<file path="src/rtl/mem_arb_pkg.sv">
// Shared types and constants for the IF/MEM memory-port arbiter.
package mem_arb_pkg;

  // Arbiter phases: waiting for a request, waiting on memory, acking.
  typedef enum logic [1:0] {
    IDLE = 2'd0,
    BUSY = 2'd1,
    RESP = 2'd2
  } arb_state_t;

  // Owner encoding for the transaction in flight.
  localparam logic OWNER_IF = 1'b0;
  localparam logic OWNER_DM = 1'b1;

  // Data and address width of both ports and the memory side.
  localparam int WORD_W = 32;

  // Read data returned for write acks and for timed-out accesses.
  localparam logic [WORD_W-1:0] RDATA_FORCED = '0;

endpackage

</file>
<file path="src/rtl/mem_arb_timer.sv">
// Timeout counter for the arbiter's BUSY phase. The count is reloaded with
// zero whenever clr_i is high and advances while en_i is high; expire_o
// flags the last allowed cycle so the arbiter can force completion.
module mem_arb_timer #(
  parameter int TIMEOUT_CYC = 64
) (
  input  logic clk_i,
  input  logic rst_i,
  input  logic clr_i,
  input  logic en_i,
  output logic expire_o
);

  localparam int CW = (TIMEOUT_CYC > 1) ? $clog2(TIMEOUT_CYC) : 1;
  localparam logic [CW-1:0] LAST = CW'(TIMEOUT_CYC - 1);

  logic [CW-1:0] cnt_q;
  logic [CW-1:0] cnt_d;

  // Next count: reload to zero on clear, otherwise count enabled cycles.
  always_comb begin
    cnt_d = cnt_q;
    if (clr_i) begin
      cnt_d = '0;
    end else if (en_i) begin
      cnt_d = cnt_q + 1'b1;
    end
  end

  // Counter register with synchronous reset.
  always_ff @(posedge clk_i) begin
    if (rst_i) begin
      cnt_q <= '0;
    end else begin
      cnt_q <= cnt_d;
    end
  end

  // High only during the final permitted BUSY cycle; the arbiter leaves
  // BUSY on that edge, so this never stays high for more than one cycle.
  assign expire_o = en_i & (cnt_q == LAST);

endmodule

</file>
<file path="src/rtl/mem_port_arbiter.sv">
// Shares one single-port memory between instruction fetch (IF) and the
// data-memory stage (MEM). MEM has priority, but after STARVE_LIM
// consecutive MEM grants taken while IF was waiting, IF is served next.
// Each access is IDLE -> BUSY (issue + wait) -> RESP (one-cycle ack).
module mem_port_arbiter
  import mem_arb_pkg::*;
#(
  parameter int STARVE_LIM  = 4,
  parameter int TIMEOUT_CYC = 64
) (
  input  logic              clk_i,
  input  logic              rst_i,
  input  logic              if_req_i,
  input  logic [WORD_W-1:0] if_addr_i,
  output logic              if_ack_o,
  output logic [WORD_W-1:0] if_rdata_o,
  input  logic              dm_req_i,
  input  logic              dm_we_i,
  input  logic [WORD_W-1:0] dm_addr_i,
  input  logic [WORD_W-1:0] dm_wdata_i,
  output logic              dm_ack_o,
  output logic [WORD_W-1:0] dm_rdata_o,
  output logic              mem_en_o,
  output logic              mem_we_o,
  output logic [WORD_W-1:0] mem_addr_o,
  output logic [WORD_W-1:0] mem_wdata_o,
  input  logic [WORD_W-1:0] mem_rdata_i,
  input  logic              mem_ready_i,
  output logic              stall_o,
  output logic              err_o
);

  // Streak counter is 4 bits because STARVE_LIM is limited to 1..15.
  localparam logic [3:0] LIM = 4'(STARVE_LIM);

  arb_state_t        state_q;
  logic              owner_q;
  logic [3:0]        streak_q;
  logic [3:0]        streak_d;
  logic              mem_en_q;
  logic              mem_we_q;
  logic [WORD_W-1:0] mem_addr_q;
  logic [WORD_W-1:0] mem_wdata_q;
  logic              if_ack_q;
  logic [WORD_W-1:0] if_rdata_q;
  logic              dm_ack_q;
  logic [WORD_W-1:0] dm_rdata_q;
  logic              err_q;

  logic              dm_grant;
  logic              if_grant;
  logic              tmo_expire;
  logic              in_busy;
  logic [WORD_W-1:0] resp_data;

  assign in_busy = (state_q == BUSY);

  // BUSY-phase timeout counter; held at zero outside BUSY so every access
  // starts counting from its first BUSY cycle.
  mem_arb_timer #(
    .TIMEOUT_CYC (TIMEOUT_CYC)
  ) u_timer (
    .clk_i    (clk_i),
    .rst_i    (rst_i),
    .clr_i    (~in_busy),
    .en_i     (in_busy),
    .expire_o (tmo_expire)
  );

  // Grant decision and streak update, meaningful only while IDLE: MEM wins
  // unless IF has already waited through STARVE_LIM MEM grants.
  always_comb begin
    dm_grant = dm_req_i & ~(if_req_i & (streak_q == LIM));
    if_grant = if_req_i & ~dm_grant;
    streak_d = streak_q;
    if (dm_grant) begin
      if (if_req_i) begin
        streak_d = (streak_q >= LIM) ? LIM : streak_q + 4'd1;
      end else begin
        streak_d = '0;
      end
    end else if (if_grant) begin
      streak_d = '0;
    end
  end

  // Data returned with the ack: writes and timeouts return the fixed value.
  always_comb begin
    resp_data = RDATA_FORCED;
    if (mem_ready_i && !mem_we_q) begin
      resp_data = mem_rdata_i;
    end
  end

  // Arbiter FSM with all port-facing outputs registered; the ack and its
  // data are raised on entry to RESP and dropped on the way back to IDLE.
  always_ff @(posedge clk_i) begin
    if (rst_i) begin
      state_q     <= IDLE;
      owner_q     <= OWNER_IF;
      streak_q    <= '0;
      mem_en_q    <= 1'b0;
      mem_we_q    <= 1'b0;
      mem_addr_q  <= '0;
      mem_wdata_q <= '0;
      if_ack_q    <= 1'b0;
      if_rdata_q  <= '0;
      dm_ack_q    <= 1'b0;
      dm_rdata_q  <= '0;
      err_q       <= 1'b0;
    end else begin
      mem_en_q   <= 1'b0;
      if_ack_q   <= 1'b0;
      if_rdata_q <= '0;
      dm_ack_q   <= 1'b0;
      dm_rdata_q <= '0;
      case (state_q)
        IDLE: begin
          if (dm_grant || if_grant) begin
            state_q     <= BUSY;
            mem_en_q    <= 1'b1;
            streak_q    <= streak_d;
            owner_q     <= dm_grant ? OWNER_DM : OWNER_IF;
            mem_we_q    <= dm_grant & dm_we_i;
            mem_addr_q  <= dm_grant ? dm_addr_i : if_addr_i;
            mem_wdata_q <= dm_grant ? dm_wdata_i : '0;
          end
        end
        BUSY: begin
          if (mem_ready_i || tmo_expire) begin
            state_q <= RESP;
            if (!mem_ready_i) begin
              err_q <= 1'b1;
            end
            if (owner_q == OWNER_DM) begin
              dm_ack_q   <= 1'b1;
              dm_rdata_q <= resp_data;
            end else begin
              if_ack_q   <= 1'b1;
              if_rdata_q <= resp_data;
            end
          end
        end
        RESP: begin
          state_q <= IDLE;
        end
        default: begin
          state_q <= IDLE;
        end
      endcase
    end
  end

  assign mem_en_o    = mem_en_q;
  assign mem_we_o    = mem_we_q;
  assign mem_addr_o  = mem_addr_q;
  assign mem_wdata_o = mem_wdata_q;
  assign if_ack_o    = if_ack_q;
  assign if_rdata_o  = if_rdata_q;
  assign dm_ack_o    = dm_ack_q;
  assign dm_rdata_o  = dm_rdata_q;
  assign err_o       = err_q;

  // The pipeline holds while any request is still waiting for its ack.
  assign stall_o = (if_req_i & ~if_ack_q) | (dm_req_i & ~dm_ack_q);

endmodule

</file>
<file path="config.mk">
export PLATFORM = sky130hd
export DESIGN_NAME = mem_port_arbiter
export DESIGN_NICKNAME = d
export VERILOG_FILES = /design/src/rtl/mem_arb_pkg.sv /design/src/rtl/mem_arb_timer.sv /design/src/rtl/mem_port_arbiter.sv
export SDC_FILE = /design/constraint.sdc
export NUM_CORES = 1
export LEC_CHECK = 0
export CORE_MARGIN = 1
export CORE_UTILIZATION = 40
export DETAILED_ROUTE_END_ITERATION = 10
export HOLD_SLACK_MARGIN = 0.06
export PLACE_DENSITY_LB_ADDON = 0.15
export SLEW_MARGIN = 20
export SYNTH_ARGS = -nofsm -noshare
export SYNTH_HDL_FRONTEND = slang
export SYNTH_SLANG_ARGS = --single-unit
</file>
<file path="constraint.sdc">
create_clock -name clk_i -period 2.28 [get_ports clk_i]
set_input_delay 0.456 -clock clk_i [delete_from_list [all_inputs] [get_ports clk_i]]
set_output_delay 0.456 -clock clk_i [all_outputs]
set_load 0.1 [all_outputs]
</file>
==> results of run 1 <==
[layer usage]
metal,part of all wire (%),vias up,track usage (%),wire [um]
met5,0,-,0,0
met4,3.6,0,13.8,593
met3,7.7,42,7.43,1260
met2,49,237,39.9,7970
met1,40,2463,26.8,6460
li1,-,2580,-,-
[synth_stat cells (all sizes together), types with 3 or more instances]
cell type / n
nand2: 34
nor2: 74
a21oi: 70
a311oi: 32
clkbuf: 52
buf: 11
dfxtp: 146
o21ai: 69
nand3: 37
inv: 7
nand4: 33
ha: 3
[final timing paths]
check | cells past startpoint | to | slack, ps
hold reg to reg | 1 | u_timer.cnt_q[0]$_SDFF_PP0_ | 450
setup reg to reg | 4 | dm_rdata_o[28]$_SDFF_PP0_ | 480
setup / recovery | 4 | stall_o | 270
hold / removal | 3 | streak_q[2]$_SDFFE_PP0P_ | 430
[cell families (layout without fill, tap and decap cells)]
family	after synthesis	count (layout)	share of synthesized area (%)
XOR/XNOR	3	3	0.505
flip-flops	146	146	56.1
AND/OR/NAND/NOR	193	193	17.5
adder cells (fa/ha/maj)	3	3	0.721
buffers and inverters	70	323	5.67
AO/OA/AOI/OAI	176	176	19.5
[metrics by stage]
step / hold WS (ps) / cells
after floorplan: 418 / 591
after global placement: 428 / 984
after detailed placement: 437 / 984
after CTS: 406 / 1016
after global routing: 416 / 1016
final: 430 / 1016
[placed cells by master (no fill, tap or decap), types with 3 or more instances in the layout]
| cell type | netlist | routed |
|---|---|---|
| clkinv_4 | 0 | 3 |
| nand4_1 | 33 | 33 |
| clkdlybuf4s50_1 | 0 | 131 |
| bufinv_16 | 0 | 4 |
| a21oi_1 | 70 | 70 |
| buf_4 | 0 | 144 |
| a311oi_1 | 32 | 32 |
| nand3_1 | 37 | 37 |
| clkbuf_16 | 0 | 17 |
| buf_12 | 0 | 7 |
| o21ai_0 | 69 | 69 |
| nor2_1 | 74 | 71 |
| dfxtp_1 | 146 | 146 |
| inv_1 | 7 | 7 |
| ha_1 | 3 | 3 |
| nand2_1 | 34 | 34 |
[power groups by stage]
stage | registers (uW) | logic (uW) | clock network (uW)
floorplan | 3760 | 399 | 0
detailed placement | 2820 | 1930 | 0
global route | 2790 | 2010 | 3120
CTS | 2770 | 1930 | 3010
finish | 2770 | 1930 | 2940
global placement | 2820 | 1910 | 0
[worst min-delay path: cells and delay by family]
family                 cells  cell delay, ps
buffers and inverters      1             150
AO/OA/AOI/OAI              1              70
AND/OR/NAND/NOR            1             100
[state kept, by name (all words and copies together) (netlist names)]
name	flops
state_q	2
mem_we_o	1
owner_q	1
dm_rdata_o	32
err_o	1
streak_q	4
mem_wdata_o	32
dm_ack_o	1
u_timer.cnt_q	6
mem_addr_o	32
if_ack_o	1
mem_en_o	1
if_rdata_o	32
[final cells by class]
class	instances	area, um2	share of cell area, %
clock inverter	12	180	2.16
clock buffer	20	457	5.47
timing repair buffer	284	2540	30.4
tap	172	215	2.58
multi-input combinational	375	2010	24.0
sequential	146	2920	35.0
inverter	7	26.3	0.315
==> impl_metrics.csv, run 1 <==
group,metric,value,unit
outcome,status,"complete, no violations",
hold_path,hp-class,"in2reg",
die,die_w,116,um
placement,dp_hpwl,11000,um
setup_path,crit_path_max_fanout,7,
job,maxCapViolCount,0,
logic_synthesis,ys_ff_latch,146,
logic_synthesis,mappedNetlistArea,5210,um2
clock_network,cts_made_buffers,17,
placement,place_area,7710,um2
clock_network,clock_latency,410,ps
final_layout,drive_gt1_share,22.5,%
setup_path,setup.worst_path.class,"in2out",
setup_path,max_stage_delay,600,ps
sta,timing.final.ws_setup,267,ps
setup_path,cp.arrival,1560,ps
setup_path,path_buf_inv,3,
logic_synthesis,synth-edff-count,0,
logic_synthesis,synth.area.top_cells,"dfxtp_1 56%, a21oi_1 6.7%, o21ai_0 6.6%",
detailed_routing,dr.first_iter.drc_count,439,
final_layout,insertedDiodeCount,0,
setup_path,r2r-start,"state_q[0]$_SDFFE_PP0P_",
sta,rsz0062_at_grt,"no",
global_routing,grt_pass1_wl,24700,um
final_layout,nFillCells,1053,
die,start_util,41.1,%
sta,timing.final.crit_share,88.3,%
setup_path,crit_path_end_kind,"output pin",
power,p_comb_share,25.3,%
logic_synthesis,netlist_instances,591,
sta,hold_viol_final,0,
final_layout,final_util,65.9,%
detailed_routing,routed-via-count,5322,
global_routing,first_global_vias,5043,
power,ir_worst_vdd,0.492,mV
clock_network,cts_tree,"done",
global_routing,grt_max_degree,74,
global_routing,antenna_found_initial,0,
detailed_routing,firstDrtPassIters,5,
setup_path,critPathSlowestCell,"clkdlybuf4s50_1",
clock_network,clock-sinks,146,
setup_path,crit_path_cell_trace,"clkdlybuf4s50_1 > inv_1 > o22ai_2 > buf_12",
final_layout,nNetsFinal,968,
clock_network,cts_setup_buffers,0,
detailed_routing,ant_nets,0,
logic_synthesis,synth_cell_types,30,
power,powerDensity,915,nW/um2
clock_network,cts_root_buffer,"clkbuf_16",
power,p_sw_share,32.9,%
logic_synthesis,ys.warnings.count,0,
logic_synthesis,synth_ff_type,"dfxtp_1",
clock_network,cts_resized,0,
power,p_seq_share,36.3,%
clock_network,clkTransAtPathRegs,60,ps
power,leakage,0.00342,uW
detailed_routing,wirelength,16300,um
setup_path,worstPathRequired,1820,ps
die,die_area,13500,um2
die,fp.coreArea,12700,um2
placement,place_ws,193,ps
die,num_rows,41,
logic_synthesis,syn_area_per_cell,8.81,um2
setup_path,cp-start-kind,"primary input",
sta,post-route-min-period,2010,ps
setup_path,crit_family,"buffers and inverters",
placement,gp_congestion,0.801,
detailed_routing,vias_per_cell,5.24,
clock_network,htreeDepth,4,
sta,relSlewSlack,49.0,%
die,fp.dieH,116,um
sta,drv_slew,0,
global_routing,grt_usage,23.8,%
final_layout,fin_area,8350,um2
final_layout,areaGrowthSynthToFinish,60.4,%
detailed_routing,wire_per_inst,16.0,um
logic_synthesis,seq_area_frac_synth,56.1,%
sta,fin_worst_skew,5.97,ps
logic_synthesis,yosys.area.top_type,"dfxtp_1",
sta,setup-tns-final,0,ps
hold_path,min_from,"dm_req_i",
clock_network,ctsHoldBuffers,0,
setup_path,setup.worst_path.start,"if_req_i",
power,total_power,7640,uW
detailed_routing,drc_errors,0,
sta,fmax,0.497,GHz
sta,setup_viol,0,
logic_synthesis,synth_nets,728,
clock_network,cts_max_path_buffers,2,
power,clkPwrFrac,38.4,%
die,io_pins,268,
logic_synthesis,async_reset_ff_share,0,%
logic_synthesis,synth_top_area_share,56.1,%
power,switchingPower,2510,uW
power,p_int,5130,uW
sta,worst_pin_slew,766,ps
placement,portBuffers,267,
global_routing,grt-ovfl-total,0,
No activity file was read; power rests on OpenSTA's default activity.
==> run 2, diff against run 1 <==
CORE_MARGIN = 2   (was 1)
==> run 2 against run 1 <==
Effect of this change:
- sequential cell count unchanged
- register-to-register slack lost 300 ps
- combinational power about the same
==> impl_metrics.csv, run 2 (synthesis gave the netlist of run 1 again) <==
group,metric,value,unit
power,p_int,4770,uW
sta,drv_slew,0,
detailed_routing,routed-via-count,5394,
power,p_seq_share,37.4,%
final_layout,fin_area,8260,um2
sta,fin_worst_skew,9.92,ps
final_layout,insertedDiodeCount,0,
final_layout,nFillCells,1048,
placement,dp_hpwl,11300,um
power,clkPwrFrac,36.8,%
clock_network,cts_setup_buffers,0,
detailed_routing,firstDrtPassIters,7,
die,num_rows,41,
global_routing,grt-ovfl-total,0,
outcome,status,"complete, no violations",
die,die_area,13900,um2
placement,gp_congestion,0.801,
die,start_util,41.1,%
die,io_pins,268,
global_routing,first_global_vias,5148,
detailed_routing,wire_per_inst,16.2,um
sta,post-route-min-period,2100,ps
die,fp.dieH,118,um
placement,place_ws,-119,ps
clock_network,cts_made_buffers,17,
clock_network,clkTransAtPathRegs,60,ps
setup_path,cp.arrival,2350,ps
job,maxCapViolCount,0,
final_layout,final_common_cell,"buf_4",
sta,rsz0062_at_grt,"no",
clock_network,cts_tree,"done",
placement,portBuffers,267,
detailed_routing,ant_nets,0,
clock_network,clock-sinks,146,
clock_network,cts_root_buffer,"clkbuf_16",
die,fp.coreArea,12700,um2
setup_path,crit_path_end_kind,"flip-flop",
global_routing,use_met3,6.30,%
setup_path,worstPathRequired,2540,ps
global_routing,grt_max_degree,74,
sta,fmax,0.477,GHz
power,powerDensity,898,nW/um2
placement,place_area,7680,um2
power,leakage,0.00338,uW
final_layout,mostFrequentLayoutCells,"147 x buf_4, 146 x dfxtp_1, 131 x clkdlybuf4s50_1",
final_layout,nNetsFinal,968,
detailed_routing,vias_per_cell,5.31,
power,p_comb_share,25.8,%
detailed_routing,wirelength,16400,um
final_layout,areaGrowthSynthToFinish,58.7,%
global_routing,grt_pass1_wl,25800,um
sta,hold_viol_final,0,
power,p_sw_share,35.6,%
global_routing,gr-max-usage-layer,"met2",
clock_network,cts_resized,0,
sta,timing.final.ws_setup,185,ps
power,ir_worst_vdd,0.485,mV
clock_network,clock_latency,410,ps
sta,setup_viol,0,
sta,timing.final.crit_share,91.9,%
hold_path,hp-class,"reg2reg",
global_routing,use_met1,26.7,%
global_routing,met2_usage,39.4,%
setup_path,setup.worst_path.class,"reg2reg",
setup_path,cp-start-kind,"flip-flop",
sta,whs,462,ps
clock_network,ctsHoldBuffers,0,
detailed_routing,drc_errors,0,
global_routing,grt_usage,22.9,%
sta,relSlewSlack,31.5,%
power,switchingPower,2640,uW
clock_network,cts_max_path_buffers,2,
detailed_routing,dr.first_iter.drc_count,369,
global_routing,antenna_found_initial,0,
sta,worst_pin_slew,1030,ps
setup_path,r2r_slack,180,ps
setup_path,crit_path_max_fanout,24,
final_layout,drive_gt1_share,22.6,%
clock_network,htreeDepth,4,
die,die_w,118,um
## run 2: cell types whose count changed in the layout (fill, tap and decap cells not counted)
cell,previous run,this run
inv_6,1,6
clkinv_4,3,2
buf_4,144,147
buf_12,7,4
clkinv_2,2,0
clkbuf_8,2,0
inv_8,0,4
bufinv_16,4,1
clkbuf_1,1,0
## run 2: power by group through the flow
stage          clock network, uW  logic, uW  registers, uW
6_report                    2730       1920           2770
4_1_cts                     2780       1920           2770
2_1_floorplan                  0        399           3760
3_5_place_dp                   0       1920           2820
3_3_place_gp                   0       1890           2820
5_1_grt                     2900       1990           2790
## run 2: area by class of cell
class	instances	area, um2	share of cell area, %
flip-flops and latches	146	2920	35.4
well taps	172	215	2.60
clock inverters	15	160	1.94
inverters	7	26.3	0.318
clock buffers	17	425	5.15
multi-input cells	375	2010	24.3
repair buffers	284	2500	30.3
## run 2: metal layers
layer | share of wire, % | vias to the layer above | wire (um)
met1 | 40 | 2512 | 6520
met2 | 51 | 271 | 8290
li1 | - | 2578 | -
met3 | 7.0 | 33 | 1150
met5 | 0 | - | 0
met4 | 2.8 | 0 | 457
## run 2: stage by stage
step	TNS (ps)	power [uW]	util (%)	cells
after CTS	0	7470	65.2	1016
after global placement	-444	4710	60.6	984
after global routing	0	7680	65.2	1016
after detailed placement	-1100	4740	60.6	984
after floorplan	0	4160	-	591
final	0	7420	65.2	1016
## run 2: critical path, stage by stage (launching register included)
cell and delay (ps):
dfxtp_1 350, or2_2 340, nor2_2 800, buf_4 320
a311oi_1 110
## run 2: final timing paths
| kind | startpoint | end | cells past startpoint |
|---|---|---|---|
| min | u_timer.cnt_q[0]$_SDFF_PP0_ | u_timer.cnt_q[0]$_SDFF_PP0_ | 1 |
| max reg2reg | state_q[1]$_SDFFE_PP0P_ | mem_addr_o[27]$_SDFFE_PP0P_ | 4 |
| max | state_q[1]$_SDFFE_PP0P_ | mem_addr_o[27]$_SDFFE_PP0P_ | 4 |
| min reg2reg | u_timer.cnt_q[0]$_SDFF_PP0_ | u_timer.cnt_q[0]$_SDFF_PP0_ | 1 |
==> run 3, diff against run 2 <==
SKIP_CTS_REPAIR_TIMING = 1   (was unset)
==> results of run 3 <==
No change in the layout: final DEF, timing and power equal those of run 2.
